==> src/rtl/mem_port_rr_arbiter_pkg.sv <==
// Shared types and helpers for the data-memory port round-robin arbiter.
package mem_port_rr_arbiter_pkg;

    localparam int ARB_N_REQ = 16;
    localparam int ARB_IDX_W = 4;

    typedef enum logic [1:0] {
        ARB_IDLE,
        ARB_GRANT,
        ARB_WAIT
    } arb_state_t;

    function automatic logic [ARB_IDX_W-1:0] onehot_to_idx(input logic [ARB_N_REQ-1:0] onehot);
        logic [ARB_IDX_W-1:0] idx;
        idx = '0;
        for (int i = 0; i < ARB_N_REQ; i++) begin
            if (onehot[i]) idx = ARB_IDX_W'(i);
        end
        return idx;
    endfunction

endpackage

==> src/rtl/mem_port_rr_arbiter_ps16.sv <==
// 16-input priority selector: one-hot output at the highest set request index.
module ps16 (
    input  logic        en,
    input  logic [15:0] req,
    output logic [15:0] gnt,
    output logic        valid
);

    always_comb begin
        gnt   = '0;
        valid = 1'b0;
        for (int i = 0; i < 16; i++) begin
            if (en && req[i]) begin
                gnt    = '0;
                gnt[i] = 1'b1;
                valid  = 1'b1;
            end
        end
    end

endmodule

==> src/rtl/mem_port_rr_arbiter.sv <==
// Round-robin arbiter sharing one data-memory port among 16 load/store requesters.
// Define ARB_STARVE_EN to add per-requester wait counters with a starvation override.
module mem_port_rr_arbiter
    import mem_port_rr_arbiter_pkg::*;
#(
    parameter int N_REQ        = 16,
    parameter int STARVE_LIMIT = 15
) (
    input  logic                 clock,
    input  logic                 reset,
    input  logic [N_REQ-1:0]     req,
    input  logic                 port_ready,
    input  logic                 port_done,
    input  logic                 squash,
    output logic [N_REQ-1:0]     gnt,
    output logic [ARB_IDX_W-1:0] gnt_idx,
    output logic                 busy,
    output logic                 starve_flag
);

    if (STARVE_LIMIT < 1 || STARVE_LIMIT > 15) begin : g_bad_starve_limit
        $error("STARVE_LIMIT must lie in 1..15");
    end

    arb_state_t           state_q;
    arb_state_t           state_d;
    logic [ARB_IDX_W-1:0] ptr_q;
    logic [ARB_N_REQ-1:0] gnt_q;
    logic [ARB_IDX_W-1:0] gnt_idx_q;
    logic                 busy_q;
    logic                 starve_q;

    logic [ARB_N_REQ-1:0] mask;
    logic [ARB_N_REQ-1:0] masked_req;
    logic [ARB_N_REQ-1:0] masked_gnt;
    logic [ARB_N_REQ-1:0] full_gnt;
    logic [ARB_N_REQ-1:0] win_onehot;
    logic [ARB_IDX_W-1:0] win_idx;
    logic                 masked_valid;
    logic                 full_valid;
    logic                 starve_pick;
    logic [ARB_N_REQ-1:0] starved_gnt;
    logic                 grant_now;
    logic                 complete;

    // Only indices below the last winner stay eligible first, so priority rotates downward.
    assign mask       = (ARB_N_REQ'(1) << ptr_q) - ARB_N_REQ'(1);
    assign masked_req = req & mask;
    assign complete   = port_done | squash;

    ps16 u_ps_masked (
        .en    (1'b1),
        .req   (masked_req),
        .gnt   (masked_gnt),
        .valid (masked_valid)
    );

    ps16 u_ps_full (
        .en    (1'b1),
        .req   (req),
        .gnt   (full_gnt),
        .valid (full_valid)
    );

`ifdef ARB_STARVE_EN
    localparam logic [ARB_IDX_W-1:0] STARVE_CAP = ARB_IDX_W'(STARVE_LIMIT);

    logic [ARB_IDX_W-1:0] wait_cnt [ARB_N_REQ];
    logic [ARB_N_REQ-1:0] starved;

    always_comb begin
        starved = '0;
        for (int i = 0; i < ARB_N_REQ; i++) begin
            starved[i] = req[i] && (wait_cnt[i] == STARVE_CAP);
        end
    end

    ps16 u_ps_starved (
        .en    (1'b1),
        .req   (starved),
        .gnt   (starved_gnt),
        .valid (starve_pick)
    );

    always_ff @(posedge clock) begin
        for (int i = 0; i < ARB_N_REQ; i++) begin
            if (reset || !req[i] || (grant_now && win_onehot[i])) begin
                wait_cnt[i] <= '0;
            end else if (wait_cnt[i] != STARVE_CAP) begin
                wait_cnt[i] <= wait_cnt[i] + 1'b1;
            end
        end
    end
`else
    assign starve_pick = 1'b0;
    assign starved_gnt = '0;
`endif

    always_comb begin
        if (starve_pick) begin
            win_onehot = starved_gnt;
        end else if (masked_valid) begin
            win_onehot = masked_gnt;
        end else begin
            win_onehot = full_gnt;
        end
        win_idx = onehot_to_idx(win_onehot);
    end

    always_comb begin
        state_d   = state_q;
        grant_now = 1'b0;
        unique case (state_q)
            ARB_IDLE: begin
                if (full_valid && port_ready && !squash) begin
                    grant_now = 1'b1;
                    state_d   = ARB_GRANT;
                end
            end
            ARB_GRANT: state_d = complete ? ARB_IDLE : ARB_WAIT;
            ARB_WAIT:  if (complete) state_d = ARB_IDLE;
            default:   state_d = ARB_IDLE;
        endcase
    end

    always_ff @(posedge clock) begin
        if (reset) begin
            state_q   <= ARB_IDLE;
            ptr_q     <= '0;
            gnt_q     <= '0;
            gnt_idx_q <= '0;
            busy_q    <= 1'b0;
            starve_q  <= 1'b0;
        end else begin
            state_q <= state_d;
            busy_q  <= (state_d != ARB_IDLE);
            gnt_q   <= grant_now ? win_onehot : '0;
            if (grant_now) begin
                ptr_q     <= win_idx;
                gnt_idx_q <= win_idx;
                starve_q  <= starve_pick;
            end
        end
    end

    assign gnt         = gnt_q;
    assign gnt_idx     = gnt_idx_q;
    assign busy        = busy_q;
    assign starve_flag = starve_q;

endmodule
==> config.mk <==
export PLATFORM = sky130hd
export DESIGN_NAME = mem_port_rr_arbiter
export DESIGN_NICKNAME = d
export VERILOG_FILES = /design/src/rtl/mem_port_rr_arbiter_pkg.sv /design/src/rtl/mem_port_rr_arbiter_ps16.sv /design/src/rtl/mem_port_rr_arbiter.sv
export SDC_FILE = /design/constraint.sdc
export NUM_CORES = 1
export LEC_CHECK = 0
export ABC_CLOCK_PERIOD_IN_PS = 5160
export CAP_MARGIN = 10
export CORE_UTILIZATION = 50
export CTS_CLUSTER_SIZE = 20
export DETAILED_ROUTE_END_ITERATION = 12
export PLACE_DENSITY = 0.8
export SETUP_SLACK_MARGIN = 0.2
export SYNTH_ARGS = -nofsm -noshare
export SYNTH_HDL_FRONTEND = slang
export SYNTH_SLANG_ARGS = --single-unit
==> constraint.sdc <==
create_clock -name clock -period 5.16 [get_ports clock]
set_clock_uncertainty 0.2 [all_clocks]
set_input_delay 0.516 -clock clock [delete_from_list [all_inputs] [get_ports clock]]
set_output_delay 0.516 -clock clock [all_outputs]
set_load 0.01 [all_outputs]
-- Yosys cells after proc, flatten, opt, wreduce, memory -nomap -nowiden
Index checks and enable logic that the tools add are counted.
- add/subtract/negate cells: 1
- multiply operators: 0
- div/mod/pow operators: 0
- order comparisons: 0
- equality and inequality tests: 2
- shift-type cells: 1
- mux-type cells: 86
- bitwise operators: 3
- reduce and logical (&&, ||, !) cells: 6
- operator list (operator ; number):
    $mux 4 ; 16
    $mux 16 ; 3
    $mux 1 ; 37
    $mux 15 ; 2
    $mux 14 ; 2
    $mux 13 ; 2
    $mux 12 ; 2
    $mux 11 ; 2
    $mux 10 ; 2
    $mux 9 ; 2
    $and 16x16->16 ; 1
    $mux 8 ; 2
    $shl 1x4->16 const A ; 1
    $sub 16x2->16 const B ; 1
    $mux 7 ; 2
    $mux 6 ; 2
    $mux 2 ; 5
    $mux 5 ; 2
    $mux 3 ; 2
    $pmux 2 s3 ; 1
    $eq 2x1->1 const B ; 1
    $eq 2x2->1 const B ; 1
    $logic_and 1x1->1 ; 2
    $logic_not 2->1 ; 1
    5 further kinds ; 5
- register bits after elaboration: 23
- latch bits: 0
- memory bits (writable): 0
- memory bits (read-only): 0
- input port bits: 21
- logic and storage cells: 103
- memories: 0

-- Depth between registers and ports, before layout
- word-level depth: 35
- depth in mapped cells: 17

-- Cells and area by module
From an unflattened synthesis, not the netlist that was laid out.
- cells, all modules: 233
- area total of the unflattened synthesis: 1815.5 µm²
- modules (own cells, without submodules) (module ; times used ; cells each ; area each (µm²) ; seq. area each (µm²)):
    mem_port_rr_arbiter ; 1 ; 169 ; 1387.6 ; 460.4
    ps16 ; 2 ; 32 ; 214.0 ; 0.0

-- Worst setup path after synthesis
No wires, ideal clock.
- kind: reg-to-reg
- start point: reg, netlist name gnt_idx[3]
- end point: reg gnt_idx_q[2] (netlist: gnt_idx[2])
- setup time: 0.091 ns
- arrival: 3.050 ns
- required time: 4.869 ns
- path slack: 1.819 ns
- stages on the path, launching flop included: 17
- cell sequence: dfxtp_1 -> buf_2 -> buf_4 -> clkbuf_1 -> nor2_1 -> nand2_1 -> ha_1 -> buf_2 -> buf_6 -> buf_6 -> or2_0 -> o2bb2ai_1 -> a31oi_1 -> nand4b_2 -> nor4_2 -> nor3_2 -> a311oi_1
- RTL lines (item ; RTL line ; RTL):
    end signal: assignment ; mem_port_rr_arbiter.sv:140 ; gnt_idx_q <= win_idx;
    end: declaration ; mem_port_rr_arbiter.sv:29 ; logic [ARB_IDX_W-1:0] gnt_idx_q;

==> results.md <==
- Slowest CP cell: ha_1
- Top-area cell type share of the netlist area: 24.58%
- Critical-path maximum fanout: 27
- CP Launch Point: gnt_idx[0]$_SDFFE_PP0P_
- Critical path's largest stage delay: 0.51 ns
- R2R cell count: 11
- Total Wirelength: 5027 um
- Distinct cells, synth: 71
- Final setup viols: 0
- Routed len/inst: 16.32 um
- GRT Overall Usage: 25.97%
- GP Congestion: 0.9356
- Routed length on met1: 2382 um
- Clk buf depth: 2
- Post-CTS Setup Bufs: 0
- Critical-path cell list: buf_4 > nor2_1 > nand2_1 > ha_1 > and2_1 > a32o_1 > nor4_4 > nand2_4 > o32ai_1 > nor3_1 > a311oi_1
- Met2 WL: 2251 um
- TritonRoute pass-1 iters: 5
- DRC Markers: 0
- Routed vias/inst: 6.227
- Yosys reg bits: 23
- Antenna Cells: 0
- Synth Cell Area: 1873 um2
- Worst-path clk slew: 0.08 ns
- Most common cell after layout, fill and taps aside: clkdlybuf4s50_1
- DP Wirelength: 3786 um
- Post-CTS Hold Buffers: 0
- Async SR Flop Fraction: 0%
- Type of the worst setup path: reg -> reg
- Yosys warnings: 0
- DR iter-0 viols: 201
- Initial Util: 54.00%
- Largest net degree at the start of global routing: 32
- Area of the multi-input gates: 1269 um2
- Max Fclk: 276.9 MHz
- LEAKAGE: 0.8054 nW
- Std cell rows: 21
- Worst EP arrival: 3.58 ns
- Worst hold path type: reg -> reg
- Setup TNS: 0 ns
- Fin crit period: 3.611 ns
- Area Growth Syn to Fin: 23.18%
- Worst R2R Start: gnt_idx[0]$_SDFFE_PP0P_
- Power, Total: 560.1 uW
- Status: completed
- Global-route wire length before repair: 8307 um
- Final number of max-transition violations: 0
- Filler cells: 308
- Final worst-path cycle share: 69.98%
- Unrepaired setup endpoints after global routing: no
- Max Cap Viol: 0
- Root Driver: clkbuf_8
- Crit Reg-Reg Endpoint: gnt_idx[3]$_SDFFE_PP0P_
- CP endpoint kind: register
- Top layer in use: met4
- Metal3 WL: 331 um
- Slew headroom: 43.43%
- Post-synth EDFFs: 0
- Largest cells by area after synthesis: dfxtp_1 25%, nand2_1 3.6%, a311oi_1 3.3%, nor2_1 3.2%, nor2b_1 2.7%
- Placeable Area: 3468 um2
- Startpoint of the worst hold path: state_q[0]$_SDFF_PP0_
- Overflow after GRT: 0
- Die area: 3995 um2
- Critical Path RT: 5.13 ns
- Most frequent cells in the layout: 41 x clkdlybuf4s50_1, 23 x dfxtp_1, 18 x nand2_1
- P per Cell Area: 242.7 nW/um2
- Slew @ Worst Pin: 0.8486 ns
- Peak supply drop: 157.5 uV
- Chip Height: 63.21 um
- Largest area contributor in the netlist: dfxtp_1
- Final ANT Viol Nets: 0
- Initial antenna violation count: 0
- Die Width: 63.21 um
- CP Capture Point: gnt_idx[3]$_SDFFE_PP0P_
- Layout cell share with drive strength beyond 1: 12.21%
- Syn_nets: 250
- # port buffers: 41
- Nets: 285
- Seq/Total Area, Yosys: 24.58%
- CTS Sinks: 23
- Final hold vios: 0
- Reg area: 460.4 um2
- Most used DFF post-synth: dfxtp_1
- Vias in the first global route: 1697
- # IOs: 43
- DR vias: 1918
- Post_cts resized: 0
- R2r setup slk: 1.55 ns
- Avg Cell Area, Syn: 8.215 um2
- CTS tree: yes
- Worst-Skew Late Latency: 0.26 ns
- Final instance area: 2307 um2
- Num CTS Buffers: 3
- Cell count after synthesis: 228
- Cell Area, Placed: 2261 um2
- H-tree Lvls: 1
- CP Launch Type: register
## synthesized netlist by cell type (all sizes together), types with 2 or more instances
cell type / number
nor3: 12
nor2b: 8
a21oi: 8
o21ai: 10
clkbuf: 2
nand4: 4
a31oi: 7
a211oi: 2
or4: 3
nor4: 7
nand2b: 6
a311oi: 7
a221o: 2
nor3b: 2
o21bai: 2
or3: 3
dfxtp: 23
or4b: 2
nor4b: 4
xnor2: 2
o211a: 3
and3b: 2
o22ai: 3
nor2: 17
nand3b: 3
buf: 13
nand4b: 3
nand3: 8
and3: 5
o32ai: 4
nand2: 19
inv: 9
a41oi: 2
and2: 4
## final cells by class
cell class / instances / share of cell area [%]
clock inverter: 1 / 0.2169
tap: 46 / 2.495
timing repair buffer: 45 / 19.09
multi-input combinational: 181 / 54.99
inverter: 9 / 1.464
sequential: 23 / 19.96
clock buffer: 3 / 1.790
## how the worst min path moves through the flow
stage | cells after the start | slack, ns | to
after global placement | 2 | 0.34 | state_q[1]$_SDFF_PP0_
after CTS | 2 | 0.36 | state_q[1]$_SDFF_PP0_
after global routing | 2 | 0.43 | state_q[1]$_SDFF_PP0_
after detailed placement | 2 | 0.34 | state_q[1]$_SDFF_PP0_
final | 2 | 0.35 | state_q[1]$_SDFF_PP0_
after floorplan | 2 | 0.31 | state_q[1]$_SDFF_PP0_
## per-layer routing
layer	global-route usage, %	vias to the layer above
li1	-	942
met1	35.98	874
met2	42.47	94
met3	3.623	8
met4	5.682	0
met5	0	-
## cells by family (layout without fill, tap and decap cells)
group | after synthesis | in the layout | share of synthesized area, %
buffers and inverters | 24 | 58 | 7.682
AND/OR/NAND/NOR | 114 | 114 | 39.21
flip-flops | 23 | 23 | 24.58
XOR/XNOR | 3 | 3 | 1.804
multiplexers | 1 | 1 | 0.5344
AO/OA/AOI/OAI | 61 | 61 | 25.32
adder cells (fa/ha/maj) | 1 | 1 | 0.6679
other | 1 | 1 | 0.2002
## state kept, by name (all words and copies together) (netlist names)
signal,count
busy,1
state_q,2
gnt,16
gnt_idx,4
## report_power, final
group / internal (mW) / switching, mW
sequential: 0.183 / 0.00310
combinational: 0.106 / 0.159
clock: 0.0539 / 0.0556
## worst max-delay path, delay by kind of cell (launching register included)
kind | cells | cell delay, ns
and+or+nand+nor | 6 | 1.21
adders and majority gates | 1 | 0.51
buffers and inverters | 1 | 0.19
AOI/OAI and AO/OA | 3 | 1.08
DFF | 1 | 0.31
## per-stage QoR
stage / setup WS [ns] / cells / utilization, % / hold WS, ns
2_1_floorplan: 1.819 / 228 / - / 0.3058
3_3_place_gp: 1.702 / 304 / 65.19 / 0.3420
3_5_place_dp: 1.645 / 304 / 65.19 / 0.3386
4_1_cts: 1.638 / 308 / 66.52 / 0.3561
5_1_grt: 1.284 / 308 / 66.52 / 0.4303
6_report: 1.549 / 308 / 66.52 / 0.3503
Power figures use the tool's default switching activity.
